[src/rtl/code_detector.sv]
// code_detector
//   Receive-side phase-code detector. While `sinc` is high it samples the
//   received chip stream `in` at mid-chip, rebuilds the code word LSB first,
//   compares it with the expected code and emits a one-cycle result strobe.
//
//   Optional feature macro: CODE_DETECTOR_CORR_EN
//     defined   -> `corr` = N - 2*errors, registered with `valid`
//     undefined -> `corr` is tied to 0
//
// Parameters
//   LAT     : edges from acquisition start until chip 0 is visible on `in`
//   MAX_ERR : largest error count still reported as a match
//
// Ports
//   clk      : clock, rising edge
//   rst      : synchronous active-low reset
//   sinc     : acquisition window (high arms, low aborts / re-enables)
//   num_dig  : code length in bits (clamped to 32)
//   codigo   : expected code, bit k = chip k
//   tiempo_b : chip width in clock cycles (0 treated as 1)
//   in       : received chip stream
//   busy     : acquisition in progress
//   valid    : one-cycle result strobe
//   match    : errors <= MAX_ERR (held)
//   errors   : Hamming distance over the used bits (held)
//   rx_code  : recovered word, unused upper bits 0 (held)
//   corr     : signed correlation score (held)
module code_detector #(
  parameter int unsigned LAT     = 1,
  parameter int unsigned MAX_ERR = 0
) (
  input  logic               clk,
  input  logic               rst,
  input  logic               sinc,
  input  logic [31:0]        num_dig,
  input  logic [31:0]        codigo,
  input  logic [31:0]        tiempo_b,
  input  logic               in,
  output logic               busy,
  output logic               valid,
  output logic               match,
  output logic [5:0]         errors,
  output logic [31:0]        rx_code,
  output logic signed [6:0]  corr
);

  typedef enum logic [2:0] {
    S_IDLE,
    S_ALIGN,
    S_ACQ,
    S_CMP,
    S_HOLD
  } state_t;

  state_t      state_q, state_d;

  // Latched configuration
  logic [5:0]  n_q;
  logic [31:0] t_q;
  logic [31:0] code_q;

  // Acquisition datapath
  logic [31:0] rx_q;
  logic [5:0]  bit_q;
  logic [31:0] cnt_q;

  // Effective configuration seen at the start edge
  logic [5:0]  n_in;
  logic [31:0] t_in;
  logic [31:0] d_in;

  logic        do_start;
  logic        do_sample;
  logic        do_cmp;

  logic [31:0] rx_base;
  logic [5:0]  bit_base;
  logic [31:0] t_eff;

  logic [31:0] mask;
  logic [31:0] diff;
  logic [5:0]  err_cnt;

  assign n_in = (num_dig > 32'd32) ? 6'd32 : num_dig[5:0];
  assign t_in = (tiempo_b == '0) ? 32'd1 : tiempo_b;
  // Edges from the start edge to the first sample: LAT plus half a chip.
  assign d_in = 32'(LAT) + (t_in >> 1);

  // State register
  always_ff @(posedge clk) begin
    if (!rst) begin
      state_q <= S_IDLE;
    end else begin
      state_q <= state_d;
    end
  end

  // Next state and control strobes.
  // cnt_q holds the edges remaining before the next sample; ALIGN hands over
  // to ACQ one edge early so the first ACQ edge with cnt_q == 0 is the sample.
  always_comb begin
    state_d   = state_q;
    do_start  = 1'b0;
    do_sample = 1'b0;
    do_cmp    = 1'b0;
    busy      = 1'b0;

    case (state_q)
      S_IDLE: begin
        if (sinc) begin
          if (n_in == '0) begin
            state_d = S_HOLD;
          end else begin
            do_start = 1'b1;
            if (d_in == '0) begin
              // No alignment delay: chip 0 is sampled on the start edge.
              do_sample = 1'b1;
              state_d   = (n_in == 6'd1) ? S_CMP : S_ACQ;
            end else if (d_in == 32'd1) begin
              state_d = S_ACQ;
            end else begin
              state_d = S_ALIGN;
            end
          end
        end
      end

      S_ALIGN: begin
        busy = 1'b1;
        if (!sinc) begin
          state_d = S_IDLE;
        end else if (cnt_q == 32'd1) begin
          state_d = S_ACQ;
        end
      end

      S_ACQ: begin
        busy = 1'b1;
        if (!sinc) begin
          state_d = S_IDLE;
        end else if (cnt_q == '0) begin
          do_sample = 1'b1;
          if (bit_q == n_q - 6'd1) begin
            state_d = S_CMP;
          end
        end
      end

      S_CMP: begin
        busy    = 1'b1;
        do_cmp  = 1'b1;
        state_d = S_HOLD;
      end

      S_HOLD: begin
        if (!sinc) begin
          state_d = S_IDLE;
        end
      end

      default: begin
        state_d = S_IDLE;
      end
    endcase
  end

  // A sample on the start edge must see the freshly cleared register state.
  assign rx_base  = do_start ? '0 : rx_q;
  assign bit_base = do_start ? '0 : bit_q;
  assign t_eff    = do_start ? t_in : t_q;

  // Used-bit mask and error count
  always_comb begin
    mask    = '0;
    err_cnt = '0;
    for (int unsigned i = 0; i < 32; i++) begin
      mask[i] = (i < 32'(n_q));
    end
    diff = (rx_q ^ code_q) & mask;
    for (int unsigned i = 0; i < 32; i++) begin
      err_cnt = err_cnt + 6'(diff[i]);
    end
  end

  // Datapath and held result registers
  always_ff @(posedge clk) begin
    if (!rst) begin
      n_q     <= '0;
      t_q     <= '0;
      code_q  <= '0;
      rx_q    <= '0;
      bit_q   <= '0;
      cnt_q   <= '0;
      valid   <= 1'b0;
      match   <= 1'b0;
      errors  <= '0;
      rx_code <= '0;
    end else begin
      valid <= do_cmp;

      if (do_start) begin
        n_q    <= n_in;
        t_q    <= t_in;
        code_q <= codigo;
      end

      if (do_sample) begin
        rx_q  <= rx_base | (32'(in) << bit_base);
        bit_q <= bit_base + 6'd1;
        cnt_q <= t_eff - 32'd1;
      end else if (do_start) begin
        rx_q  <= '0;
        bit_q <= '0;
        cnt_q <= d_in - 32'd1;
      end else if (state_q == S_ALIGN || state_q == S_ACQ) begin
        cnt_q <= cnt_q - 32'd1;
      end

      if (do_cmp) begin
        rx_code <= rx_q & mask;
        errors  <= err_cnt;
        match   <= (32'(err_cnt) <= MAX_ERR);
      end
    end
  end

`ifdef CODE_DETECTOR_CORR_EN
  always_ff @(posedge clk) begin
    if (!rst) begin
      corr <= '0;
    end else if (do_cmp) begin
      corr <= $signed({1'b0, n_q}) - $signed({err_cnt, 1'b0});
    end
  end
`else
  assign corr = '0;
`endif

endmodule

[config.mk]
export PLATFORM = sky130hd
export DESIGN_NAME = code_detector
export DESIGN_NICKNAME = d
export VERILOG_FILES = /design/src/rtl/code_detector.sv
export SDC_FILE = /design/constraint.sdc
export NUM_CORES = 1
export LEC_CHECK = 0
export CAP_MARGIN = 30
export CORE_ASPECT_RATIO = 1.2
export CORE_UTILIZATION = 55
export CTS_BUF_LIST = sky130_fd_sc_hd__clkbuf_8
export DETAILED_ROUTE_END_ITERATION = 16
export PLACE_DENSITY = 0.78
export SLEW_MARGIN = 20
export SYNTH_ARGS = -nofsm -noshare
export SYNTH_HDL_FRONTEND = slang
export SYNTH_SLANG_ARGS = --single-unit
export TNS_END_PERCENT = 100
[constraint.sdc]
create_clock -name clk -period 12.55 [get_ports clk]
set_clock_uncertainty 0.1 [all_clocks]
set_input_delay 2.51 -clock clk [delete_from_list [all_inputs] [get_ports clk]]
set_output_delay 2.51 -clock clk [all_outputs]
set_load 0.005 [all_outputs]
==> results.md <==
- Outcome: finished clean
- Drt first-iter violations: 1390
- Min-delay src: errors[4]
- Placement Cell Area: 14440 um^2
- Min-Delay Path Class: reg -> reg
- Clock Path Buffers: 2
- Post-CTS Setup Bufs: 0
- Area of the multi-input gates: 8643 um^2
- Fin cells: 2154
- Min Tclk post-route: 7.131 ns
- Top Family by Delay on Critical Path: simple AND/OR/NAND/NOR gates
- DRC viols: 0
- Clk sinks: 183
- Hold Slack: 0.3567 ns
- Final Setup Violations: 0
- Worst Path Buf+Inv: 1
- Cell Chain, Critical Path: clkdlybuf4s50_1 > or4_1 > or4_1 > nor4_1 > nand2_1 > a31o_2 > ha_1 > nor4b_1 > nand3_1 > nor4_1 > a221oi_1 > nor3b_1 > mux2i_1 > a21oi_1 > a21oi_1 > a21oi_1
- RSZ-0062 raised after global routing: false
- Register area share after synthesis: 28.20%
- Most frequent cell after synthesis: nand2_1
- CTS Hold Bufs: 0
- Critical Path Source: tiempo_b[14]
- Core Footprint: 23200 um^2
- Area Growth Syn to Fin: 14.51%
- Top FF cell, synth: dfxtp_1
- Root Buffer: clkbuf_8
- Total gr overflow: 0
- Synth cell count leaders: 278 x nand2_1, 189 x a21oi_1, 183 x dfxtp_1
- Die width: 142.3 um
- Reg clk slew, reported paths: 0.09 ns
- PortBufs: 140
- Power Total: 1.671 mW
- Setup tns final: 0 ns
- DR vias: 13530
- Fraction of layout instances using a drive strength above 1: 4.785%
- Synth unique cells: 84
- Slew HR: 29.44%
- Top-area cell type share of the netlist area: 28.20%
- Yosys Warn Count: 0
- Row count: 61
- Initial antenna violation count: 0
- I/O pins: 148
- Worst setup EP type: flop
- Largest net degree at the start of global routing: 89
- Cell area after layout: 14880 um^2
- Worst ir drop on vdd: 0.00005558 V
- Clk Latency, worst-skew pair: 0.50 ns
- Global-route wire length before repair: 66.90 mm
- Place WS: 5.022 ns
- Fmax: 140.2 MHz
- H-Tree Level Count: 4
- Endpoints failing hold: 0
- Number of global-route vias before repair: 12670
- Total Wirelength: 42.68 mm
- DP Wirelength: 31.68 mm
- Slowest CP cell: a221oi_1
- NumNets Final: 1966
- WL/cell: 19.82 um
- CTS buffer count: 17
- Max_cap viols: 0
- Total global-route track usage: 35.52%
- Vias per cell: 6.283
- Power Density: 112.3 nW/um^2
- Diodes inserted: 0
- Transition time of the tightest slew-check pin: 1.058 ns
- Number of flops mapped to enable cells by yosys: 0
- Post-Place Cells: 2121
- Worst endpoint data arrival time: 7.37 ns
- Starting Density: 55.99%
- Register area: 3664 um^2
- Final period util: 56.82%
- Syn avg cell area: 7.323 um^2
- #FFs+latches synth: 183
- Worst path max stage delay: 0.90 ns
- Synth top area cells: dfxtp_1 28%, nand2_1 8.0%, a21oi_1 7.3%
- Setup crit start kind: input port
- Final Max Tran Viols: 0
- CTS tree: done
- Gates resized, CTS repair: 0
- ANT nets after route: 0
- Leak: 5.508 nW
- DRT Pass-1 Iters: 8
- Fillers: 2155
- Final Util: 64.12%
- Vert. Die Dim: 170.4 um
- Netlist Area Pre-Place: 12990 um^2
- Crit-path most repeated cell: a21oi_1
- Top cell type by total area after synthesis: dfxtp_1
- Crit-path max FO: 13
- Reg-to-reg startpoint: n_q[3]
- Die area: 24240 um^2
- Worst Path Required: 12.79 ns
- Post-synth ARST share: 0%
- Final setup margin: 5.419 ns
- Setup CP Type: in -> reg
- Mapped Cells: 1774
- Final GP Congestion: 0.9915
[final timing paths]
| path | endpoint | slack (ns) | depth (start not counted) |
|---|---|---|---|
| setup reg to reg | match | 5.96 | 23 |
| hold reg to reg | errors[4] | 0.36 | 2 |
| hold / removal | errors[4] | 0.36 | 2 |
| setup / recovery | cnt_q[24] | 5.42 | 16 |
[registers in the layout, summed over array words and instances, names as in the netlist]
register	flops
rx_code	32
code_q	32
cnt_q	32
t_q	32
errors	6
rx_q	32
valid	1
n_q	6
bit_q	6
match	1
state_q	3
[metal layers]
metal  global-route usage [%]  vias up  wire length (um)
met5                        0        -                 0
met4                    23.61        0              2825
met3                    4.474      193              2866
met2                    62.17      718             21020
met1                    40.35     6272             15970
li1                         -     6350                 -
[area by class of cell]
class                           instances  area share [%]
Clock buffer                           19           1.758
Timing Repair Buffer                  161           10.49
Clock inverter                         13           1.102
Multi-Input combinational cell       1413           58.10
Tap cell                              315           2.649
Sequential cell                       183           24.63
Inverter                               50           1.278
[where the power goes]
part / internal (mW) / switching, mW
Combinational: 0.215 / 0.341
Sequential: 0.624 / 0.0529
Clock: 0.210 / 0.228
[worst reg2reg max path: stages, from the launching register on]
cell and delay, ns:
dfxtp_1 0.72, nor2_1 0.22, o21bai_1 0.41, a21o_1 0.20, nand2_1 0.10, fa_1 0.53
fa_1 0.56, inv_1 0.05, fa_1 0.49, inv_1 0.05, fa_1 0.46, fa_1 0.52
fa_1 0.49, inv_1 0.07, ha_1 0.16, inv_1 0.06, fa_1 0.40, inv_1 0.10
a21o_1 0.13, a21oi_1 0.08, xnor2_1 0.15, nor4b_1 0.34, a21oi_1 0.07, nor2_1 0.09
[cell usage in the layout, fill, tap and decap left out, drive strengths merged, types with 24 or more instances in the layout]
master,n
inv,56
dfxtp,183
o21ai,67
a21oi,189
nor4,43
nor3,65
fa,24
xnor2,74
nor2,153
nand3,76
nand2,279
or3,29
xor2,67
clkdlybuf4s50,140
[cells by family after synthesis]
| kind of cell | Yosys count | synth area share (%) |
|---|---|---|
| adders and majority gates | 40 | 5.239 |
| muxes | 24 | 1.888 |
| xor gates and xnor gates | 141 | 9.506 |
| DFF | 183 | 28.20 |
| and+or+nand+nor | 781 | 29.37 |
| AOI/OAI and AO/OA | 420 | 20.03 |
| buffers and inverters | 184 | 5.740 |
| other | 1 | 0.02887 |
(Power assumes the default switching activity.)
==> variant, RTL diff (config.mk and constraints unchanged) <==
Add an input register stage for `tiempo_b`, cleared by the reset; this delays it by one clock. The other inputs are not delayed to match. Comments in the files are not updated.
--- a/src/rtl/code_detector.sv
+++ b/src/rtl/code_detector.sv
@@ -53,4 +53,14 @@
   } state_t;
 
+  logic [31:0] tiempo_b_q;
+
+  always_ff @(posedge clk) begin
+    if (!rst) begin
+      tiempo_b_q <= '0;
+    end else begin
+      tiempo_b_q <= tiempo_b;
+    end
+  end
+
   state_t      state_q, state_d;
 
@@ -83,5 +93,5 @@
 
   assign n_in = (num_dig > 32'd32) ? 6'd32 : num_dig[5:0];
-  assign t_in = (tiempo_b == '0) ? 32'd1 : tiempo_b;
+  assign t_in = (tiempo_b_q == '0) ? 32'd1 : tiempo_b_q;
   // Edges from the start edge to the first sample: LAT plus half a chip.
   assign d_in = 32'(LAT) + (t_in >> 1);
Formal check against the unedited RTL: not equivalent (Yosys sat finds a counterexample within 4 cycles, from zero or initial values and one cycle with rst low).
==> variant against the original RTL <==
  * Combinational power grew 100%
  * Final area grew 4.5%
  * Total power grew 57%
  * Global-route usage shrank 3.5 points
  * Worst setup slack lost 270 ps
  * Wire length shrank 6.8%
  * Sequential cell count grew 32
  * Synthesized area grew 3.1%
  * Sequential share of layout area grew 3.1 points
  * Largest power group is now combinational logic
==> variant: results (changes against the original RTL) <==
Outcome:
- The flow ran to the end, and the final reports show no timing, DRC or antenna violations.

Final layout:
- The count of non-CTS buffers in the layout is 159 (-1.2%).
- The count of non-filler cells in the finished layout is 2174 (+0.93%).
- The number of clock buffers in the layout is 51 (+32).
- The clock-cell share of area is 4.84% (+2.0 points).
- Compared with the post-synthesis result, the final layout area differs by 16.1%.
- The number of ordinary inverters in the final layout came to 52 (+4.0%).
- The proportion of cell area occupied by multi-input gates is 53.6% (-4.5 points).
- The multi-input combinational gate total is 1366 (-3.3%).
- The layout net count is 1972 (+0.31%).
- The share of the final layout cell area in sequential cells was 27.7% (+3.1 points).

Placement:
- The worst slack at placement is 4680 ps (-340 ps).
- The area of placed instances is 14800 um^2 (+2.3%).
- The total instance count after detailed placement is 2110 (-0.52%).
- The placed wire-length estimate after detailed placement is 28.7 mm (-9.4%).

Yosys:
- The count of different cell masters after synthesis is 78 (-7.1%).
- Yosys attributes the largest share of cell area to dfxtp_1 (32%), nand2_1 (7.7%), a21oi_1 (6.1%).
- The post-synthesis average cell area is 7.62 um^2 (+4.0%).
- The post-synthesis sequential area ratio is 32.1% (+3.9 points).
- The share of synthesized cell area in full adder, half adder and majority cells came to 5.08% (-0.16 points).

Global routing:
- The maximum number of pins on one net before global-route repair is 71 (-20%).
- The global-route wire length before repair was 63.2 mm (-5.5%).
- The total routing resource utilization after global routing is 32.0% (-3.5 points).
- The met3 global-route usage is 4.51% (+0.040 points).
- The initial antenna violation count is 1 (+1).
- The met2 layer usage reported by global route is 54.9% (-7.3 points).

Detailed routing:
- After detailed routing, no signal wire sits above met5.
- The post-route met1 wirelength was 15.3 mm (-4.1%).
- The detailed-router iteration count before antenna repair is 5 (-3).
- The total via count after detailed routing is 13100 (-3.5%).
- The initial detailed-routing violation count is 924 (-34%).

Clock network:
- The number of buffers created by CTS came to 38 (+21).
- The insertion delay of the later-clocked pin in the worst-skew pair is 540 ps (+40 ps).
- The level count of the clock H-tree is 2 (-2).
- The clock input transition at the sequential cells of the worst setup and hold paths was 60 ps (-30 ps).
- The maximum clock path buffer count is 3 (+1).

Floorplan:
- The total die area is 25000 um^2 (+3.1%).

Timing:
- The worst-case headroom to the max-slew limit is 38.6% (+9.2 points).

Worst setup path:
- The worst reg2reg path startpoint is n_q[5].

Min path:
- In this run the most critical hold path is launched from rx_code[23].
-- variant: critical path, delay by kind of cell --
| family | cells | cell delay, ps |
|---|---|---|
| AO/OA/AOI/OAI | 4 | 1300 |
| XOR/XNOR | 1 | 160 |
| adder cells (fa/ha/maj) | 1 | 290 |
| buffers and inverters | 1 | 420 |
| multiplexers | 1 | 250 |
| AND/OR/NAND/NOR | 8 | 2770 |
-- variant: power groups by stage --
stage,registers [mW],clock network [mW],logic (mW)
2_1_floorplan,0.836,0,0.852
3_3_place_gp,0.883,0,1.07
3_5_place_dp,0.886,0,1.09
4_1_cts,0.873,0.651,1.10
5_1_grt,0.888,0.682,1.22
6_report,0.877,0.642,1.11
-- variant: path summary, 6_finish.rpt --
path	cells after the start	end	slack (ps)
worst max-delay path	16	cnt_q[14]	5150
worst min-delay path	2	rx_code[23]	350
worst max register to register	22	match	5940
worst min register to register	2	rx_code[23]	350
